File: config.mk
export PLATFORM = sky130hd
export DESIGN_NAME = fetch_flat
export DESIGN_NICKNAME = d
export VERILOG_FILES = /design/src/rtl/fetch_if.sv /design/src/rtl/fetch.sv /design/src/flat_wrapper.sv
export SDC_FILE = /design/constraint.sdc
export NUM_CORES = 1
export LEC_CHECK = 0
export BUFFER_PORTS_ARGS = -buffer_cell sky130_fd_sc_hd__buf_2
export CAP_MARGIN = 20
export CORE_MARGIN = 3
export CORE_UTILIZATION = 33
export DETAILED_ROUTE_END_ITERATION = 10
export SYNTH_ARGS = -nofsm -noshare
export SYNTH_HDL_FRONTEND = slang
export SYNTH_SLANG_ARGS = --single-unit
File: constraint.sdc
create_clock -name clock -period 2.7 [get_ports clock]
set_input_delay 0 -clock clock [delete_from_list [all_inputs] [get_ports clock]]
set_output_delay 0 -clock clock [all_outputs]
set_load 0.005 [all_outputs]
File: src/rtl/fetch_if.sv
// Fetch-stage bus bundle: the write-to-fetch redirect, the decode-side output with its
// stall, and the instruction-memory read port.
interface fetch_if;
    logic [31:0] write_pc;
    logic        write_has_flushed;
    logic        hold;
    logic        mem_address_enable;
    logic [31:0] mem_address;
    logic [31:0] mem_data;
    logic        mem_data_valid;
    logic        out_is_valid;
    logic [31:0] out_instruction;
    logic [31:0] out_pc;
    logic [31:0] next_pc;

    // Fetch unit side.
    modport master (
        input  write_pc,
        input  write_has_flushed,
        input  hold,
        input  mem_data,
        input  mem_data_valid,
        output mem_address_enable,
        output mem_address,
        output out_is_valid,
        output out_instruction,
        output out_pc,
        output next_pc
    );

    // Environment side: write stage, decode and instruction memory.
    modport slave (
        output write_pc,
        output write_has_flushed,
        output hold,
        output mem_data,
        output mem_data_valid,
        input  mem_address_enable,
        input  mem_address,
        input  out_is_valid,
        input  out_instruction,
        input  out_pc,
        input  next_pc
    );
endinterface

File: src/rtl/fetch.sv
// Instruction-fetch stage: issues sequential memory reads from fetch_pc, presents one
// instruction per cycle to decode, and parks a word in a one-entry skid buffer when
// decode stalls so that nothing already returned from memory is lost.
module fetch #(
    parameter logic [31:0] RESET_PC = 32'h0000_0000,
    parameter int unsigned PC_STEP  = 4
) (
    input logic    clock,
    input logic    reset,
    fetch_if.master bus
);

    localparam logic [31:0] Step = 32'(PC_STEP);

    typedef enum logic [1:0] {
        StFlush,
        StIssue,
        StStalled
    } state_e;

    state_e      state_q, state_d;
    logic [31:0] fetch_pc_q, fetch_pc_d;
    logic        out_valid_q, out_valid_d;
    logic [31:0] out_instr_q, out_instr_d;
    logic [31:0] out_pc_q, out_pc_d;
    logic        skid_valid_q, skid_valid_d;
    logic [31:0] skid_instr_q, skid_instr_d;
    logic [31:0] skid_pc_q, skid_pc_d;

    logic accept;
    logic consume;

    // Reset is gated in so no request escapes while reset is still being applied.
    assign bus.mem_address_enable = (state_q == StIssue) && !reset;
    assign bus.mem_address        = fetch_pc_q;
    assign bus.out_is_valid       = out_valid_q;
    assign bus.out_instruction    = out_instr_q;
    assign bus.out_pc             = out_pc_q;
    assign bus.next_pc            = out_pc_q + Step;

    assign accept  = bus.mem_address_enable && bus.mem_data_valid;
    assign consume = out_valid_q && !bus.hold;

    // Next-state: output/skid movement, fetch PC advance, FSM, with flush overriding all.
    always_comb begin
        state_d      = state_q;
        fetch_pc_d   = fetch_pc_q;
        out_valid_d  = out_valid_q;
        out_instr_d  = out_instr_q;
        out_pc_d     = out_pc_q;
        skid_valid_d = skid_valid_q;
        skid_instr_d = skid_instr_q;
        skid_pc_d    = skid_pc_q;

        // Decode takes the current word; refill from the skid if it holds one.
        if (consume) begin
            if (skid_valid_q) begin
                out_valid_d  = 1'b1;
                out_instr_d  = skid_instr_q;
                out_pc_d     = skid_pc_q;
                skid_valid_d = 1'b0;
            end else begin
                out_valid_d = 1'b0;
            end
        end

        // A returning word may only bypass into the output if the skid is empty,
        // otherwise it would overtake the older skid entry.
        if (accept) begin
            fetch_pc_d = fetch_pc_q + Step;
            if ((!out_valid_q || consume) && !skid_valid_q) begin
                out_valid_d = 1'b1;
                out_instr_d = bus.mem_data;
                out_pc_d    = fetch_pc_q;
            end else begin
                skid_valid_d = 1'b1;
                skid_instr_d = bus.mem_data;
                skid_pc_d    = fetch_pc_q;
            end
        end

        unique case (state_q)
            StFlush:   state_d = StIssue;
            StIssue:   if (skid_valid_d) state_d = StStalled;
            StStalled: if (consume) state_d = StIssue;
            default:   state_d = StFlush;
        endcase

        if (bus.write_has_flushed) begin
            state_d      = StFlush;
            fetch_pc_d   = bus.write_pc;
            out_valid_d  = 1'b0;
            skid_valid_d = 1'b0;
        end
    end

    // State registers with synchronous reset.
    always_ff @(posedge clock) begin
        if (reset) begin
            state_q      <= StFlush;
            fetch_pc_q   <= RESET_PC;
            out_valid_q  <= 1'b0;
            out_instr_q  <= 32'h0;
            out_pc_q     <= 32'h0;
            skid_valid_q <= 1'b0;
            skid_instr_q <= 32'h0;
            skid_pc_q    <= 32'h0;
        end else begin
            state_q      <= state_d;
            fetch_pc_q   <= fetch_pc_d;
            out_valid_q  <= out_valid_d;
            out_instr_q  <= out_instr_d;
            out_pc_q     <= out_pc_d;
            skid_valid_q <= skid_valid_d;
            skid_instr_q <= skid_instr_d;
            skid_pc_q    <= skid_pc_d;
        end
    end

endmodule

File: src/flat_wrapper.sv
// flat-port wrapper written by rule: the top's interface ports become plain ports
module fetch_flat 
#(
    parameter logic [31:0] RESET_PC = 32'h0000_0000,
    parameter int unsigned PC_STEP  = 4
)
  (clock, reset, bus_write_pc, bus_write_has_flushed, bus_hold, bus_mem_data, bus_mem_data_valid, bus_mem_address_enable, bus_mem_address, bus_out_is_valid, bus_out_instruction, bus_out_pc, bus_next_pc);
  fetch_if bus_i ();
  input logic clock;
  input logic reset;
  input wire logic [$bits(bus_i.write_pc)-1:0] bus_write_pc;
  input wire logic [$bits(bus_i.write_has_flushed)-1:0] bus_write_has_flushed;
  input wire logic [$bits(bus_i.hold)-1:0] bus_hold;
  input wire logic [$bits(bus_i.mem_data)-1:0] bus_mem_data;
  input wire logic [$bits(bus_i.mem_data_valid)-1:0] bus_mem_data_valid;
  output wire logic [$bits(bus_i.mem_address_enable)-1:0] bus_mem_address_enable;
  output wire logic [$bits(bus_i.mem_address)-1:0] bus_mem_address;
  output wire logic [$bits(bus_i.out_is_valid)-1:0] bus_out_is_valid;
  output wire logic [$bits(bus_i.out_instruction)-1:0] bus_out_instruction;
  output wire logic [$bits(bus_i.out_pc)-1:0] bus_out_pc;
  output wire logic [$bits(bus_i.next_pc)-1:0] bus_next_pc;
  assign bus_i.write_pc = bus_write_pc;
  assign bus_i.write_has_flushed = bus_write_has_flushed;
  assign bus_i.hold = bus_hold;
  assign bus_i.mem_data = bus_mem_data;
  assign bus_i.mem_data_valid = bus_mem_data_valid;
  assign bus_mem_address_enable = bus_i.mem_address_enable;
  assign bus_mem_address = bus_i.mem_address;
  assign bus_out_is_valid = bus_i.out_is_valid;
  assign bus_out_instruction = bus_i.out_instruction;
  assign bus_out_pc = bus_i.out_pc;
  assign bus_next_pc = bus_i.next_pc;
  fetch #(.RESET_PC(RESET_PC), .PC_STEP(PC_STEP)) u_core (.clock(clock), .reset(reset), .bus(bus_i));
endmodule
# After elaboration in Yosys (flattened, before gate mapping)
# Cells that the tools add are included.
[totals]
inputBits = 69
regBits = 164
wordCells = 49
[op_classes]
eq_ne = 4
n_mux = 20
bitwise = 1
n_reduce_logical = 14
add_sub_neg = 2
[ops]
columns = ["operator", "n"]
rows = [
  ["two-way mux 32 bit", 10],
  ["adder 32 x 3 -> 32 bit (second input constant)", 2],
  ["two-way mux 1 bit", 7],
  ["case mux 2 bit (3 select lines)", 1],
  ["logical AND 1 bit", 4],
  ["logical NOT 1 bit", 4],
  ["two-way mux 2 bit", 2],
  ["AND reduction 2 bit", 2],
  ["== test 2 x 1 -> 1 bit (second input constant)", 1],
  ["== test 2 bit (second input constant)", 1],
  ["logical NOT 2 bit", 1],
  ["inequality test 2 x 1 -> 1 bit (second input constant)", 1],
  ["inequality test 2 bit (second input constant)", 1],
  ["nonzero test 2 bit", 1],
  ["OR reduction 2 bit", 1],
  ["logical OR 1 bit", 1],
  ["NOT 1 bit", 1],
]

# Depth between registers and ports, before layout
# Gate-level depths: netlist (run 1).
[depth]
depth_word = 8
ltp_mapped = 8
ltp_nobuf = 5

# Worst setup path after synthesis (run 1)
# No wires, ideal clock.
[synth_timing]
path_kind = "register to register"
from = "register u_core.fetch_pc_q[2], in the netlist u_core.bus.mem_address[2]"
to = "register u_core.fetch_pc_q[30], in the netlist u_core.bus.mem_address[30]"
path_buffers = 1
arrival_time_ns = 1.792
path_stages_with_launch = 7
setup_ns = 0.132
required_time_ns = 2.568
slack_ns = 0.776
synth_period_minus_slack_ns = 1.924
cell_sequence = "dfxtp_1 > ha_1 > nand4_1 > nor4_1 > buf_2 > a21boi_0 > or3b_2"
[synth_between]
elab_chain_cells = 3
[synth_lines]
columns = ["element", "line_no", "text"]
rows = [
  ["start: declaration", "fetch.sv:22", "logic [31:0] fetch_pc_q, fetch_pc_d;"],
  ["start signal: assignment", "fetch.sv:110", "fetch_pc_q <= fetch_pc_d;"],
  ["adder 32 x 3 -> 32 bit", "fetch.sv:70", "fetch_pc_d = fetch_pc_q + Step;"],
  ["two-way mux 32 bit", "fetch.sv:69", "if (accept) begin"],
  ["two-way mux 32 bit", "fetch.sv:89", "if (bus.write_has_flushed) begin"],
]
# No other way between the ends. The select of a mux whose other input is x is not followed.
# A chain may end at the register's enable or synchronous reset.

# Worst setup path in the final report (run 1)
[layout_timing]
from = "register u_core.out_pc_q[5], in the netlist u_core.bus.out_pc[5]"
to = "output port bus_next_pc[31]"
[layout_between]
elab_chain_cells = 1
[layout_lines]
columns = ["element", "line_no", "text"]
rows = [
  ["start: declaration", "fetch.sv:25", "logic [31:0] out_pc_q, out_pc_d;"],
  ["start signal: assignment", "fetch.sv:113", "out_pc_q <= out_pc_d;"],
  ["adder 32 x 3 -> 32 bit", "fetch.sv:39", "assign bus.next_pc = out_pc_q + Step;"],
  ["end: declaration", "flat_wrapper.sv:21", "output wire logic [$bits(bus_i.next_pc)-1:0] bus_next_pc;"],
]
# No other way between the ends.

==> results.yml, run 1 <==
floorplan:
  standard_cell_rows: 55
  die_height_um: 160
  core-area_mm2: 0.0230
  die_area_mm2: 0.0257
  floorplan.initialDensity_pct: 34.1
  die_x_um: 160
  ios: 199
yosys:
  synth_nets: 1071
  post-synth-top-area-fraction_pct: 41.9
  synthesis.yosys.warnings: 0
  netlist_area_mm2: 0.00784
  synth_top_area_cell: "dfxtp_1"
  synth_enable_flop_cells: 0
  synth-seq-area-share_pct: 41.9
  synth_top_cells_by_area: "dfxtp_1 (42%), nand2_1 (11%), a311oi_1 (8.2%), nand3_1 (5.9%), nor2_1 (4.6%)"
  synth_top_flop_cell: "dfxtp_1"
  syn_avg_cell_area_um2: 7.84
  async_reset_ff_share_pct: 0
  syn-instance-count: 1000
  netlist-cell-type-count: 58
  total_of_flip_flops_plus_latches_after_synthesis: 164
worst_hold_path:
  hold-path-cell-count: 4
  worstHoldPathType: "input port to flip-flop"
  worstHoldStart: "bus_hold"
sta:
  skew_ns: 0.00978
  fin_ws_ns: 0.264
  finalMaxSlewViolations: 0
  fin_setup_tns_ns: 0
  maxClockFrequency_ghz: 0.411
  period_minus_slack_ns: 2.44
  timing.max_slew.rel_slack_pct: 53.1
  setup-violations-final: 0
  final_worst_path_period_share_pct: 90.2
  worst_pin_slew_ns: 0.704
  hold_viol_final: 0
  grt_setup_unrepaired: "no"
clocking:
  cts_repair_resize_count: 0
  deepest_clock_path_buffer_count: 2
  cts_tree: "done"
  clkSinkCount: 164
  post_cts_buffers: 0
  worstSkewPairLatency_ns: 0.42
  h_tree_depth: 4
  clkTransAtPathRegs_ns: 0.07
  clockRootBuffer: "clkbuf_16"
  clock_buffer_count_from_cts: 17
routing:
  viasPerCell: 5.28
  post_drt_wl_per_cell_um: 16.7
  remaining_drc_errors: 0
  drtPass1Iterations: 5
  drt_wl_total_um: 25600
  drt_iter0_markers: 550
  route.vias.total: 8097
  antenna_left: 0
cells_and_area:
  final_net_count: 1278
  layout.filler_cells: 2345
  syn_to_final_growth_pct: 29.8
  number_of_cells_in_the_finished_layout_apart_from_fillers: 1534
  multi_input_comb_area_mm2: 0.00408
  sequential_cell_area_mm2: 0.00328
  post_route_cells_drive_above_1_share_pct: 21.4
placement:
  numPortBuffers: 198
  detailedPlace.worstSlack_ns: 0.620
  place_inst: 1439
  place.detailed.hpwl_um: 16700
  routabilityCongestion: 0.809
worst_setup_path:
  startpoint_type_of_the_worst_setup_path: "flip-flop"
  crit_required_ns: 2.70
  critPathCaptureType: "output pin"
  reg2reg_to: "u_core.bus.mem_address[22]"
  timing_worst_setup_path_type: "flip-flop to output pin"
  r2r_start: "u_core.bus.mem_address[2]"
  r2r_setup_slack_ns: 0.59
  reg2reg_depth: 5
  critical_path_arrival_ns: 2.44
  path_max_fanout: 8
grt:
  grt-ovfl-total: 0
  maximum_number_of_pins_on_one_net_before_global_route_repair: 65
  first_global_vias: 7705
  grt_first_pass_wirelength_um: 41400
  grt_antenna_before_repair: 3
  global_route.usage.total_pct: 19.6
power_and_ir_drop:
  total_switching_power_w: 0.00135
  fin_total_pwr_w: 0.00553
  combinational_share_of_power_pct: 8.3
  power.internal_w: 0.00417
  worst_ir_drop_vdd_uv: 339
  p_seq_share_pct: 46.9
  p_leak_nw: 3.92
  clock_power_share_pct: 44.8
  power_density_mw_per_mm2: 543
  power_switching_share_pct: 24.5
status:
  status: "completed"
run:
  cap_violations: 0
[critical path, stage by stage (launching register included)]
cell,delay [ns]
dfxtp_1,0.45
nand4_1,0.27
nor4_2,0.32
buf_4,0.24
nand4_1,0.31
xnor2_1,0.27
buf_2,0.15
[Yosys cell counts, types with 4 or more instances]
cell and count:
buf_2 13, nand2b_1 5, o31ai_1 8, a311oi_1 73
and3_1 8, nor4_1 12, nand3_1 93, a31oi_1 4
nand2_1 225, a21oi_1 69, buf_4 4, inv_1 8
a211oi_1 7, a2111oi_0 4, dfxtp_1 164, and4_1 12
or4_1 9, nand4_1 22, o211ai_1 6, nor2_1 96
xor2_1 12, xnor2_1 23, clkbuf_1 64, clkbuf_8 5
nor3_1 5
[logic make-up after synthesis]
kind of cell	after synthesis	share of synthesized area, %
simple gates	506	30.0
compound gates	189	17.2
flops	164	41.9
buf+inv	102	6.43
xor+xnor	35	3.91
mux	2	0.255
fa+ha+maj	2	0.319
[cell usage in the layout (no fill, tap or decap), types with 4 or more instances in the layout]
cell type and count:
a2111oi_0 4, a211oi_1 7, a21oi_1 69, a311oi_1 73, a31oi_1 4, and3_1 8
and4_1 12, buf_2 197, buf_4 20, clkbuf_16 17, clkinvlp_4 4, dfxtp_1 163
dlygate4sd3_1 62, inv_1 8, nand2_1 223, nand2b_1 4, nand3_1 93, nand4_1 22
nor2_1 95, nor3_1 5, nor4_1 12, o211ai_1 6, o31ai_1 8, or4_1 9
xnor2_1 23, xor2_1 12
[metrics by stage]
| stage | hold slack, ns | cell area [um2] | utilization (%) |
|---|---|---|---|
| after floorplan | 0.136 | 7840 | - |
| after global placement | 0.236 | 8970 | 39.0 |
| after detailed placement | 0.250 | 8970 | 39.0 |
| after CTS | 0.0121 | 10200 | 44.3 |
| after global routing | 0.0400 | 10200 | 44.3 |
| final | 0.0319 | 10200 | 44.3 |
[layout make-up]
cell class                 count  area share [%]
clock buffer                  20            4.29
inverter                       9           0.332
multi-input combinational    734            40.1
tap                          313            3.85
sequential                   164            32.3
antenna                        2          0.0491
clock inverter                11            1.49
timing repair buffer         281            17.6
[how the worst max path moves through the flow]
stage                                   start                          to  slack [ns]  cells after the start
floorplan           u_core.bus.mem_address[2]  u_core.bus.mem_address[30]        0.78                      6
global placement    u_core.bus.mem_address[2]  u_core.bus.mem_address[20]        0.69                      5
detailed placement  u_core.bus.mem_address[2]  u_core.bus.mem_address[22]        0.62                      5
CTS                      u_core.bus.out_pc[5]             bus_next_pc[31]        0.27                      6
global route             u_core.bus.out_pc[5]             bus_next_pc[31]        0.04                      6
finish                   u_core.bus.out_pc[5]             bus_next_pc[31]        0.26                      6
[sequential cells by signal, summed over array words and instances, names as in the netlist, named ones only]
| name | cells |
|---|---|
| u_core.skid_valid_q | 1 |
| u_core.bus.out_pc | 32 |
| u_core.skid_instr_q | 32 |
| u_core.skid_pc_q | 32 |
| u_core.bus.out_instruction | 32 |
| u_core.state_q | 2 |
| u_core.bus.mem_address | 32 |
[layer usage]
layer	track usage (%)	up-vias	part of all wire [%]
met5	0	-	0.051
met4	4.97	2	1.4
met3	4.64	36	6.5
met2	32.2	258	47
met1	25.9	3816	45
li1	-	3985	-
[timing repair]
| action | 4_1_cts | 5_1_grt |
|---|---|---|
| hold buffers | 62 | 0 |
| endpoints found under the setup margin | 0 | 0 |
| hold endpoints to repair | 94 | 0 |
[power groups by stage]
stage	Combinational, W	Clock [W]	Sequential (W)
after floorplan	0.000226	0	0.00261
after detailed placement	0.000390	0	0.00265
after CTS	0.000461	0.00253	0.00259
after global routing	0.000509	0.00264	0.00261
final	0.000459	0.00248	0.00259
after global placement	0.000387	0	0.00265
(Power assumes the default switching activity.)
==> run 2: changes to the inputs <==
Settings changed: PLACE_DENSITY set to 0.6, SKIP_CTS_REPAIR_TIMING set to 1.
==> run 2 against run 1 <==
  * Combinational power fell by 0.9%
  * Via count fell by 0.67%
  * Fmax rose by 1.0%
  * Routed wire length fell by 0.65%
  * Die area did not move
  * Sequential share of layout area rose by 0.071 points
  * Critical path depth did not move
  * Non-clock buffer count fell by 2
  * Register-to-register slack barely moved
  * Clock power barely moved
  * Clock skew barely moved
==> results.yml, run 2 (synthesis gave the netlist of run 1 again) <==
placement:
  numPortBuffers: 198
  place.detailed.hpwl_um: 16700
  routabilityCongestion: 0.809
  place_inst: 1439
  placedInstanceArea_mm2: 0.00897
grt:
  grt-ovfl-total: 0
  global_route.usage.total_pct: 19.0
  grt_antenna_before_repair: 2
  first_global_vias: 7410
  grt_first_pass_wirelength_um: 40200
  maximum_number_of_pins_on_one_net_before_global_route_repair: 65
routing:
  remaining_drc_errors: 0
  route.vias.total: 8043
  drtPass1Iterations: 5
  antenna_left: 0
  viasPerCell: 5.25
  drt_wl_total_um: 25400
  post_drt_wl_per_cell_um: 16.6
  drt_iter0_markers: 532
sta:
  skew_ns: 0.00955
  hold_viol_final: 0
  grt_setup_unrepaired: "no"
  period_minus_slack_ns: 2.41
  setup-violations-final: 0
  fin_setup_tns_ns: 0
  worst_pin_slew_ns: 0.696
  finalMaxSlewViolations: 0
  maxClockFrequency_ghz: 0.415
  timing.max_slew.rel_slack_pct: 53.6
  final_worst_path_period_share_pct: 89.3
  fin_hold_ws_ns: 0.0176
status:
  status: "completed"
worst_setup_path:
  r2r_setup_slack_ns: 0.60
  startpoint_type_of_the_worst_setup_path: "flip-flop"
  crit_chain: "nand4_1 > nor4_2 > buf_4 > nand4_1 > xnor2_1 > buf_2"
  buf_inv_stages_crit_path: 2
  crit_top_cell: "nand4_1"
  slowest_delay_ns: 0.45
  crit_required_ns: 2.70
  critical_path_arrival_ns: 2.41
  cp_slowest_cell: "dfxtp_1"
  crit_start: "u_core.bus.out_pc[5]"
  path_max_fanout: 8
  crit_family: "simple AND/OR/NAND/NOR gates"
  timing_worst_setup_path_type: "flip-flop to output pin"
  r2r_start: "u_core.bus.mem_address[2]"
  critPathCaptureType: "output pin"
run:
  cap_violations: 0
clocking:
  clock_buffer_count_from_cts: 17
  cts_tree: "done"
  h_tree_depth: 4
  clkTransAtPathRegs_ns: 0.07
  clkSinkCount: 164
  worstSkewPairLatency_ns: 0.42
  deepest_clock_path_buffer_count: 2
  clockRootBuffer: "clkbuf_16"
cells_and_area:
  post_route_cells_drive_above_1_share_pct: 21.4
  syn_to_final_growth_pct: 29.5
  number_of_cells_in_the_finished_layout_apart_from_fillers: 1531
  sequential_cell_area_mm2: 0.00328
  postLayoutCellArea_mm2: 0.0102
  layout.filler_cells: 2346
  multi_input_comb_area_mm2: 0.00408
  most-common-layout-cells: "nand2_1 (223), buf_2 (197), dfxtp_1 (163)"
  final_net_count: 1276
  final_util_pct: 44.2
  layout.cells.most_common: "nand2_1"
power_and_ir_drop:
  worst_ir_drop_vdd_uv: 338
  p_leak_nw: 3.91
  power_density_mw_per_mm2: 544
floorplan:
  standard_cell_rows: 55
  die_area_mm2: 0.0257
  floorplan.initialDensity_pct: 34.1
  die_height_um: 160
  core-area_mm2: 0.0230
  ios: 199
  die_x_um: 160
worst_hold_path:
  worstHoldPathType: "input port to flip-flop"
  worstHoldStart: "reset"
[run 2: cell types whose count changed in the layout (fill, tap and decap cells not counted)]
| cell | change |
|---|---|
| diode_2 | -1 |
| dlygate4sd3_1 | -2 |
[run 2: metrics by stage]
stage,total power (W),setup WS (ns)
after floorplan,0.00283,0.776
after global placement,0.00303,0.692
after detailed placement,0.00304,0.620
after CTS,0.00552,0.271
after global routing,0.00576,0.0406
final,0.00552,0.289
[run 2: layer usage]
| metal | track usage (%) | wire [um] | part of all wire, % |
|---|---|---|---|
| met3 | 5.14 | 1670 | 6.6 |
| met4 | 5.17 | 333 | 1.3 |
| met2 | 30.3 | 11900 | 47 |
| met1 | 25.6 | 11500 | 45 |
| met5 | 0 | 13 | 0.051 |
[run 2: final timing paths]
path	end	depth (start not counted)
worst max register to register	u_core.bus.mem_address[22]	5
worst min-delay path	u_core.skid_instr_q[0]	2
worst min register to register	u_core.skid_pc_q[21]	2
worst max-delay path	bus_next_pc[31]	6
[run 2: power breakdown]
part / switching, W / internal [W] / leakage (nW)
registers: 0.000108 / 0.00249 / 1.33
clock network: 0.00102 / 0.00146 / 0.273
logic: 0.000226 / 0.000230 / 2.30
total: 0.00135 / 0.00417 / 3.91
[run 2: area by class of cell]
| class | count | area share, % |
|---|---|---|
| diodes | 1 | 0.0246 |
| well taps | 313 | 3.85 |
| multi-input cells | 734 | 40.2 |
| clock inverters | 11 | 1.49 |
| flip-flops and latches | 164 | 32.3 |
| repair buffers | 279 | 17.5 |
| clock buffers | 20 | 4.30 |
| inverters | 9 | 0.332 |
[run 2: worst reg2reg max path: cells and delay by family, from the launching register on]
kind	cells	cell delay, ns
AND/OR/NAND/NOR	3	1.06
flip-flops	1	0.44
AO/OA/AOI/OAI	1	0.26
adder cells (fa/ha/maj)	1	0.25
